### src/rtl/gpa_fhdo_pkg.sv
// gpa_fhdo_pkg: shared types, word layout and word assembly for the gpa_fhdo sequencer
package gpa_fhdo_pkg;

    localparam int GPA_NCH  = 4;
    localparam int CH_LSB   = 25;
    localparam int CH_W     = 2;
    localparam int LOAD_BIT = 24;
    localparam int PAY_W    = 24;
    localparam int CODE_W   = 16;

    typedef enum logic [2:0] {
        ST_IDLE,
        ST_ISSUE,
        ST_WAIT_ACK,
        ST_WAIT_DONE,
        ST_NEXT
    } state_t;

    function automatic logic [31:0] mk_word(input logic [CH_W-1:0] ch, input logic load,
                                            input logic [PAY_W-1:0] payload);
        logic [31:0] w;
        w = '0;
        w[CH_LSB +: CH_W] = ch;
        w[LOAD_BIT] = load;
        w[PAY_W-1:0] = payload;
        return w;
    endfunction

endpackage

### src/rtl/gpa_fhdo_seq.sv
// gpa_fhdo_seq: paces gradient updates and raw config frames into gpa_fhdo_iface word by word
module gpa_fhdo_seq
    import gpa_fhdo_pkg::*;
#(
    parameter int          ACK_TIMEOUT  = 256,
    parameter logic [7:0]  DAC_REG_BASE = 8'h08
) (
    input  logic        clk,
    input  logic        rstn,
    input  logic [63:0] grad_i,
    input  logic        grad_valid_i,
    output logic        grad_ready_o,
    input  logic [23:0] cfg_i,
    input  logic        cfg_valid_i,
    output logic        cfg_ready_o,
    output logic [31:0] data_o,
    output logic        valid_o,
    input  logic        busy_i,
    output logic        seq_busy_o,
    output logic [31:0] upd_count_o,
    output logic        err_o,
    input  logic        err_clr_i
);

    localparam int TW = $clog2(ACK_TIMEOUT + 1);

    state_t          state, state_n;
    logic [63:0]     grad_q;
    logic            is_cfg;
    logic [1:0]      idx, idx_n;
    logic [TW-1:0]   timer;
    logic            cfg_acc, grad_acc, abort, last, load_word;
    logic [63:0]     grad_src;
    logic [31:0]     word_n;

    assign valid_o    = state == ST_ISSUE;
    assign seq_busy_o = state != ST_IDLE;

    // Handshakes, the word for the next ISSUE, and next-state selection
    always_comb begin
        cfg_ready_o  = rstn && state == ST_IDLE && !busy_i;
        grad_ready_o = cfg_ready_o && !cfg_valid_i;
        cfg_acc      = cfg_valid_i && cfg_ready_o;
        grad_acc     = grad_valid_i && grad_ready_o;
        last         = is_cfg || idx == 2'(GPA_NCH - 1);
        abort        = state == ST_WAIT_ACK && !busy_i && timer == TW'(ACK_TIMEOUT - 1);
        idx_n        = state == ST_IDLE ? 2'd0 : idx + 2'd1;
        grad_src     = state == ST_IDLE ? grad_i : grad_q;
        word_n       = cfg_acc ? mk_word(2'd0, 1'b0, cfg_i)
                               : mk_word(idx_n, idx_n == 2'(GPA_NCH - 1),
                                         {DAC_REG_BASE + {6'd0, idx_n}, grad_src[{idx_n, 4'b0} +: CODE_W]});
        load_word    = (state == ST_IDLE && (cfg_acc || grad_acc)) || (state == ST_NEXT && !last);
        state_n      = state;
        case (state)
            ST_IDLE:      state_n = (cfg_acc || grad_acc) ? ST_ISSUE : ST_IDLE;
            ST_ISSUE:     state_n = ST_WAIT_ACK;
            ST_WAIT_ACK:  state_n = busy_i ? ST_WAIT_DONE : abort ? ST_IDLE : ST_WAIT_ACK;
            ST_WAIT_DONE: state_n = busy_i ? ST_WAIT_DONE : ST_NEXT;
            ST_NEXT:      state_n = last ? ST_IDLE : ST_ISSUE;
            default:      state_n = ST_IDLE;
        endcase
    end

    // State register
    always_ff @(posedge clk or negedge rstn) begin
        if (!rstn) state <= ST_IDLE;
        else       state <= state_n;
    end

    // Operand latches, channel index and the held output word
    always_ff @(posedge clk or negedge rstn) begin
        if (!rstn) begin
            grad_q <= '0;
            is_cfg <= 1'b0;
            idx    <= '0;
            data_o <= '0;
        end else begin
            if (grad_acc) grad_q <= grad_i;
            if (state == ST_IDLE && (cfg_acc || grad_acc)) is_cfg <= cfg_acc;
            if (load_word) begin
                idx    <= idx_n;
                data_o <= word_n;
            end
        end
    end

    // Ack timer: cleared on each strobe, counts while the interface has not yet gone busy
    always_ff @(posedge clk or negedge rstn) begin
        if (!rstn)                               timer <= '0;
        else if (state == ST_ISSUE)              timer <= '0;
        else if (state == ST_WAIT_ACK && !busy_i) timer <= timer + 1'b1;
    end

    // Completed-update counter and sticky timeout error (clear wins over set)
    always_ff @(posedge clk or negedge rstn) begin
        if (!rstn) begin
            upd_count_o <= '0;
            err_o       <= 1'b0;
        end else begin
            if (state == ST_NEXT && !is_cfg && last) upd_count_o <= upd_count_o + 32'd1;
            err_o <= err_clr_i ? 1'b0 : abort ? 1'b1 : err_o;
        end
    end

endmodule

### config.mk
export PLATFORM = sky130hd
export DESIGN_NAME = gpa_fhdo_seq
export DESIGN_NICKNAME = d
export VERILOG_FILES = /design/src/rtl/gpa_fhdo_pkg.sv /design/src/rtl/gpa_fhdo_seq.sv
export SDC_FILE = /design/constraint.sdc
export NUM_CORES = 1
export LEC_CHECK = 0
export CAP_MARGIN = 10
export CORE_MARGIN = 10
export CORE_UTILIZATION = 40
export CTS_CLUSTER_DIAMETER = 60
export CTS_CLUSTER_SIZE = 16
export DETAILED_ROUTE_END_ITERATION = 10
export GPL_TIMING_DRIVEN = 0
export PLACE_DENSITY = 0.76
export RECOVER_POWER = 50
export SLEW_MARGIN = 20
export SYNTH_ARGS = -nofsm -noshare
export SYNTH_HDL_FRONTEND = slang
export SYNTH_SLANG_ARGS = --single-unit
### constraint.sdc
create_clock -name clk -period 2.8 [get_ports clk]
set_input_delay 0.56 -clock clk [delete_from_list [all_inputs] [get_ports clk]]
set_output_delay 0.56 -clock clk [all_outputs]
set_load 0.1 [all_outputs]
==> results of run 1 <==
[placed cells by master (no fill, tap or decap), types with 3 or more instances in the layout]
master | synthesis | final
clkdlybuf4s50_1 | 0 | 151
dfrtp_1 | 139 | 139
mux2_2 | 65 | 65
nor2_1 | 51 | 50
nand2_1 | 38 | 38
xnor2_1 | 32 | 32
mux2i_1 | 32 | 32
nor3_1 | 20 | 22
clkbuf_16 | 0 | 17
nand3_1 | 16 | 16
clkbuf_1 | 14 | 16
a2111oi_0 | 16 | 16
nand4_1 | 15 | 15
o31ai_2 | 11 | 11
buf_2 | 11 | 10
buf_6 | 8 | 8
buf_4 | 6 | 8
o31ai_1 | 8 | 8
inv_1 | 7 | 7
and4_1 | 6 | 6
and3_1 | 5 | 5
a22o_1 | 5 | 5
xor2_1 | 5 | 5
conb_1 | 1 | 5
a21oi_1 | 4 | 4
and2_1 | 4 | 4
ha_1 | 4 | 4
clkinv_2 | 0 | 4
bufinv_16 | 0 | 4
clkinvlp_4 | 0 | 4
o21ai_0 | 3 | 3
or3_1 | 3 | 3
[registers in the layout, indices dropped and copies added, names as in the netlist]
| signal | cells |
|---|---|
| data_o | 27 |
| err_o | 1 |
| grad_q | 64 |
| idx | 2 |
| is_cfg | 1 |
| state | 3 |
| timer | 9 |
| upd_count_o | 32 |
[through the flow]
stage	instance area, sq um	power, mW	hold WS [ps]
6_report	9040	9.554	19.83
4_1_cts	9082	9.637	69.81
3_3_place_gp	8391	7.085	459.9
2_1_floorplan	6549	6.028	264.4
5_1_grt	9037	10.03	23.12
3_5_place_dp	8423	7.219	466.5
[metal layers]
metal,vias to the layer above,GRT usage (%),share of wire (%)
li1,2322,-,-
met1,2519,20.55,42
met2,167,27.91,50
met3,24,5.372,6.3
met4,0,4.906,1.2
met5,-,0,0
[what timing repair did]
item / 4_1_cts / 5_1_grt
gates resized for setup: 23 / 4
setup endpoints to repair: 7 / 5
cloned: 1 / 0
[where the power goes]
part           internal [mW]  switching [mW]  total (mW)  leakage (nW)
registers               2.67           0.355        3.02          1.80
logic                   1.40            2.77        4.16          1.76
clock network           1.53           0.837        2.37         0.298
[cell families (layout without fill, tap and decap cells)]
family / count (synthesis) / in the layout / synth area share (%)
AOI/OAI and AO/OA: 52 / 52 / 7.054
xor gates and xnor gates: 37 / 37 / 4.965
adders and majority gates: 4 / 4 / 0.7668
buffers and inverters: 47 / 238 / 4.179
DFF: 139 / 139 / 53.29
muxes: 97 / 97 / 16.12
other: 1 / 6 / 0.05745
and+or+nand+nor: 173 / 173 / 13.57
[how the worst max path moves through the flow]
| stage | from | end | cells after the start |
|---|---|---|---|
| after floorplan | busy_i | cfg_ready_o | 2 |
| after global placement | rstn | grad_ready_o | 4 |
| after detailed placement | rstn | grad_ready_o | 5 |
| after CTS | rstn | grad_ready_o | 5 |
| after global routing | idx[0] | data_o[7] | 7 |
| final | busy_i | cfg_ready_o | 4 |
[layout make-up]
cell class | instances | share of cell area, %
sequential | 139 | 38.48
multi-input combinational | 368 | 30.80
timing repair buffer | 159 | 17.77
clock buffer | 20 | 5.052
tap | 216 | 2.990
buffer | 40 | 2.713
clock inverter | 12 | 1.882
inverter | 7 | 0.2907
antenna | 1 | 0.02768
[critical path, cell delays in order]
cell and delay [ps]:
dlygate4sd3_1 620, or3b_4 450, nor2_1 210, buf_4 340
==> summary.md, run 1 <==
For the all-layer global routing usage, the log shows 16.84%. The tools report the critical path capture point type as an output port. The boundary pin count was 163; the post-CTS setup buffer count was 0. The root buffer cell chosen for the clock tree is clkbuf_16.

TritonCTS built the clock tree. The floorplan has 46 rows. In this run the vertical extent of the chip is 147.7 um. The worst reg2reg path depth is 7, and the largest voltage drop on the vdd net is 0.4513 mV.

A synthesized cell averages 11.87 sq um. Class of the tightest hold or removal check: in -> async. Summing over every cut layer, the via total after detailed routing is 5032. Entering global routing, the biggest net connects 56 pins. DRC violation total after the first TritonRoute iteration: 320. After synthesis, flip-flops and latches occupy 53.29% of the total area. The die is 147.7 um wide.

Once the floorplan was initialized, standard cells occupied 40.94% of the core. The multi-input combinational cells in the finished layout cover a total of 2784 sq um. Global routing finished with a remaining overflow of 0. For this run, the number of Yosys warnings is 0. Using the TritonRoute via totals, the vias-per-cell ratio works out to 5.231. The number of DRC violations after detailed routing was 0. Setup repair after global routing left no endpoint under its margin.

Routed wirelength normalized by instance count: 19.01 um. After detailed routing, the total wire length is 18.29 mm. Leading register cell type out of synthesis: dfrtp_1. The number of hold violations in the final report is 0, and the largest fanout on the critical path is 6.

The top cell type by area accounts for 53.29% of the synthesized area. At the end of the flow, the number of nets in the layout was 830. The logs give 0 for the number of antenna violations at the first check in global routing and 4 for the count of TritonRoute iterations in the first routing pass. The number of clock buffers added by TritonCTS is 17.

The worst-margin pin slew came out at 1946 ps. The final standard cell utilization of the core came out at 56.70%. For this run, asynchronously set or reset flops after synthesis account for 100.0%. The finished layout holds 962 standard cells, fillers aside. The tools report the arrival time reported for the critical path endpoint as 2180 ps. The clock slew seen by the registers of the worst setup and hold paths works out to 60 ps.

The tightest slew margin relative to the limit was -29.71%; the flip-flop and latch count after synthesis was 139. Subtracting the final worst setup slack from the clock period gives 2736 ps. Clock tree synthesis found a total of 139 sinks. The biggest area consumer among synthesized cells is dfrtp_1.

The worst slack at placement was -989.4 ps; the final worst clock skew was 9.543 ps. Area overhead of the layout relative to synthesis: 38.49%. STA puts the critical path data required time at 2240 ps. The logs give 21830 sq um for the full die area and 44 for the number of pins with negative max-slew slack in the final report. Number of max-cap violations: 1. The critical path launch point type is a primary input.

The final reports fail on max-capacitance violations, max-slew violations. After layout, the worst path uses 97.72% of the clock period. Routability-driven placement finished with a final weighted congestion of 0.8768.

In this run, placement finished with an instance count of 928. The start-to-end type of the worst setup path was in -> out. The run finished, with violations left.

The gate count of the mapped netlist is 550. Of the cells placed in the final design, the portion with a size suffix greater than 1 is 19.33%. The count of unique library cells instantiated by Yosys came out at 43. Clock latency on the worst-skew pair, taken at its later pin, is 420 ps.

After clock tree synthesis, the flow added hold-fix buffers numbering 0. CTS built an H-tree with a depth of 4. The analysis attributes to cell leakage a power of 3.859 nW. The worst flop-to-flop path endpoint is data_o[15].

The number of global-route vias before repair came out at 5334. Ranked by instance count, the synthesized netlist is headed by 139 x dfrtp_1, 65 x mux2_2, 51 x nor2_1. For the total setup violations reported at the end of the flow, the log shows 0. In the post-synthesis netlist, the biggest area contributors are dfrtp_1 53%, mux2_2 11%, mux2i_1 4.9%, xnor2_1 4.3%, nor2_1 2.9%.

The tools report the achievable clock frequency as 365.5 MHz. The cell area after synthesis came out at 6528 sq um. The most repeated cell in the gate-level netlist after synthesis is dfrtp_1. Sum of negative setup slack: 0 ps. Setup slack on the worst reg-to-reg path comes out at 140 ps. The first global-routing pass estimated 29.19 mm of wire.

The logs give 0 for the number of nets still failing antenna checks after routing and 3478 sq um for the sequential standard cell area. The region available for standard cell placement spans 15940 sq um. The final critical-path setup slack is 63.88 ps, and the count of flip-flops with a built-in enable after synthesis is 0. The wire-length estimate of the detail-placed layout is 13.85 mm.

The number of buffer cells added on primary ports was 157; the buffer depth of the longest clock path was 2. For the number of filler cells placed in the layout, the log shows 1330. The worst register-to-register path begins at idx[0].

The power per unit of standard cell area works out to 1057 nW/um^2.
No activity file was read; power rests on OpenSTA's default activity.
==> run 2, diff against run 1 <==
- CTS_BUF_LIST: unset -> sky130_fd_sc_hd__clkbuf_4
==> run 2 against run 1 <==
Net effect: the flow still finishes with violations (max-capacitance violations, max-slew violations); register-to-register slack got worse by 30 ps; first-iteration DRC count decreased by 23%; setup slack got worse by 4.8 ps; utilization decreased by 1.8 points; die area unchanged; critical path type is now reg -> out; critical endpoint is now upd_count_o[17]; highest routed layer unchanged.
==> summary.md, run 2 (same netlist as run 1, synthesis figures left out) <==
The tools report the total setup violations reported at the end of the flow as 0. The final net count is 834, and the via total after detailed routing is 5059. By startpoint and endpoint, the worst setup path is classified as reg -> out. The critical path goes through clkdlybuf4s50_1.

Power spread over the standard cell area amounts to 982.3 nW/um^2. Of the available clock period, the critical path in the final layout requires 97.89%. STA classifies the critical path endpoint as an output port. The worst slack at placement was -989.4 ps.

The number of buffer cells added on primary ports works out to 157. TritonCTS built the clock tree. The count of TritonRoute iterations in the first routing pass was 4; the number of antenna violations at the first check in global routing was 1.

Along the worst path, the maximum fanout reaches 5. The run gives 17 as the TritonCTS buffer count. On the critical path the largest part of the delay comes from buffers and inverters. The area overhead of the layout relative to synthesis was 34.12%; the boundary pin count was 163. The tools report the number of pins with negative max-slew slack in the final report as 88. The floorplan step set the die width to 147.7 um.

The class of the tightest hold or removal check is reg -> reg. Max-cap violations in this run came to 2. In the routed layout, each cell is associated on average with a via count of 5.237.

The top cell types in the final layout, fill and taps aside, are 141 x clkdlybuf4s50_1, 139 x dfrtp_1, 65 x mux2_2. The largest registers in the layout are grad_q: 64 flops, upd_count_o: 32 flops, data_o: 27 flops. After global routing the overflow that remains totals 0.

Data arrives at the worst endpoint at 2180 ps. The number of nets still failing antenna checks after routing was 0; the critical path buffer and inverter count was 1. The clock slew seen by the registers of the worst setup and hold paths was 120 ps; the clock network latency to the later pin of the worst-skew pair was 530 ps. The first global-routing pass estimated 29.08 mm of wire. The slowest stage of the critical path belongs to the cell clkdlybuf4s50_1.

The congestion estimate from routability-driven global placement came to 0.8768. The initialized floorplan defines 46 standard-cell rows. The clock arrives with 16.54 ps of skew. The clock net sink count was 139; the final critical-path setup slack was 59.09 ps. More flip-flops sit in one register than any other, and that register is grad_q. Leaving out fill and tap cells, the most frequent cell in the layout is clkdlybuf4s50_1.

STA puts the critical path data required time at 2240 ps. The flow ran to the end, but the final reports show violations. The die is 147.7 um tall. Shortest clock period the worst path allows after layout: 2741 ps. The critical path launch point type is a register. In the routed design, unresolved DRC markers number 0. The effective utilization at floorplan was 40.94%. The register with the most flip-flops in the layout has 64 of them. The analysis attributes to cell leakage a power of 3.907 nW.

The H-tree was split into 4 levels. The routed wirelength normalized by instance count works out to 18.76 um. In the final layout, the share of cells above drive strength 1 is 19.09%. In this design, the stage delay of the slowest critical-path cell is 1180 ps. The placeable core region was 15940 sq um; the worst-margin pin slew was 2375 ps.

For this run, the top clock speed supported by timing is 364.8 MHz. The final reports fail on max-capacitance violations, max-slew violations. The HPWL after detailed placement is 13.85 mm. The number of global-route vias before repair was 5317.

No sink is reached through more buffers than the 2 on the longest clock path. Global routing used 16.67% of the available tracks. The number of hold violations in the final report was 0; the post-detailed-placement cell area was 8423 sq um. In this run, the number of DRC markers left after iteration 0 of detailed routing was 248. The pin count of the biggest net entering global routing is 54. The tree is rooted in a clkbuf_4.

The run gives 8755 sq um as the total non-filler cell area in the finished layout. Measured against its own limit, the worst slew margin works out to -58.36%. The tools report the full die area as 21830 sq um. The final wirelength came out at 18.12 mm. VDD sags by at most 0.4322 mV.
-- run 2: cell types whose count changed in the layout (fill, tap and decap cells not counted), sizes merged --
cell,delta
dlygate4sd3,-1
buf,-1
clkinv,+2
clkbuf,+3
clkdlybuf4s25,+1
clkdlybuf4s50,-10
dlygate4sd2,+1
dlymetal6s4s,-1
dlymetal6s2s,+10
-- run 2: layout make-up --
type                    instances  area, sq um
diodes                          1        2.502
plain buffers                  40        242.7
clock buffers                  18        135.1
clock inverters                14        177.7
fillers                      1375         7188
inverters                       7        26.28
multi-input cells             368         2784
flip-flops and latches        139         3478
well taps                     216        270.3
repair buffers                163         1638
-- run 2: routing by layer --
layer  track usage (%)  part of all wire (%)  routed length [um]  vias to the layer above
li1                  -                     -                   -                     2332
met4             4.609                   1.4                 257                        0
met5                 0                     0                   0                        -
met1             20.60                    42                7535                     2522
met2             27.48                    50                9118                      179
met3             5.281                   6.7                1213                       26
-- run 2: worst paths after layout --
path                                  from              end  slack (ps)  cells after the start
setup / recovery           upd_count_o[17]  upd_count_o[17]          60                      1
hold / removal             upd_count_o[31]  upd_count_o[31]         480                      1
setup reg to reg                    idx[0]       data_o[15]         110                      7
hold reg to reg            upd_count_o[31]  upd_count_o[31]         480                      1
max in group asynchronous             rstn         timer[0]         510                      2
min in group asynchronous             rstn  upd_count_o[20]         770                      3
-- run 2: through the flow --
step | utilization, % | total power [mW] | hold slack, ps | TNS, ps | instances
floorplan | - | 6.028 | 264.4 | 0 | 554
global placement | 52.63 | 7.085 | 459.9 | -1010390 | 927
detailed placement | 52.83 | 7.219 | 466.5 | -22220 | 928
CTS | 55.43 | 8.679 | 71.96 | 0 | 964
global route | 54.91 | 9.071 | 509.9 | -21.96 | 966
finish | 54.91 | 8.599 | 477.2 | 0 | 966
-- run 2: power breakdown --
group | switching [mW] | internal, mW
Clock | 0.717 | 0.705
Sequential | 0.349 | 2.66
Combinational | 2.76 | 1.41
-- run 2: repair_timing --
action | 4_1_cts | 5_1_grt
hold buffers | 3 | 0
cloned | 1 | 0
pin swaps | 0 | 1
setup endpoints to repair | 7 | 12
setup buffers | 0 | 1
endpoints found under the hold margin | 53 | 0
gates resized for setup | 26 | 11
==> run 3, diff against run 2 <==
- CTS_CLUSTER_DIAMETER: 60 -> unset
==> results of run 3 <==
The final DEF is identical to that of run 2; final timing and power are the same.
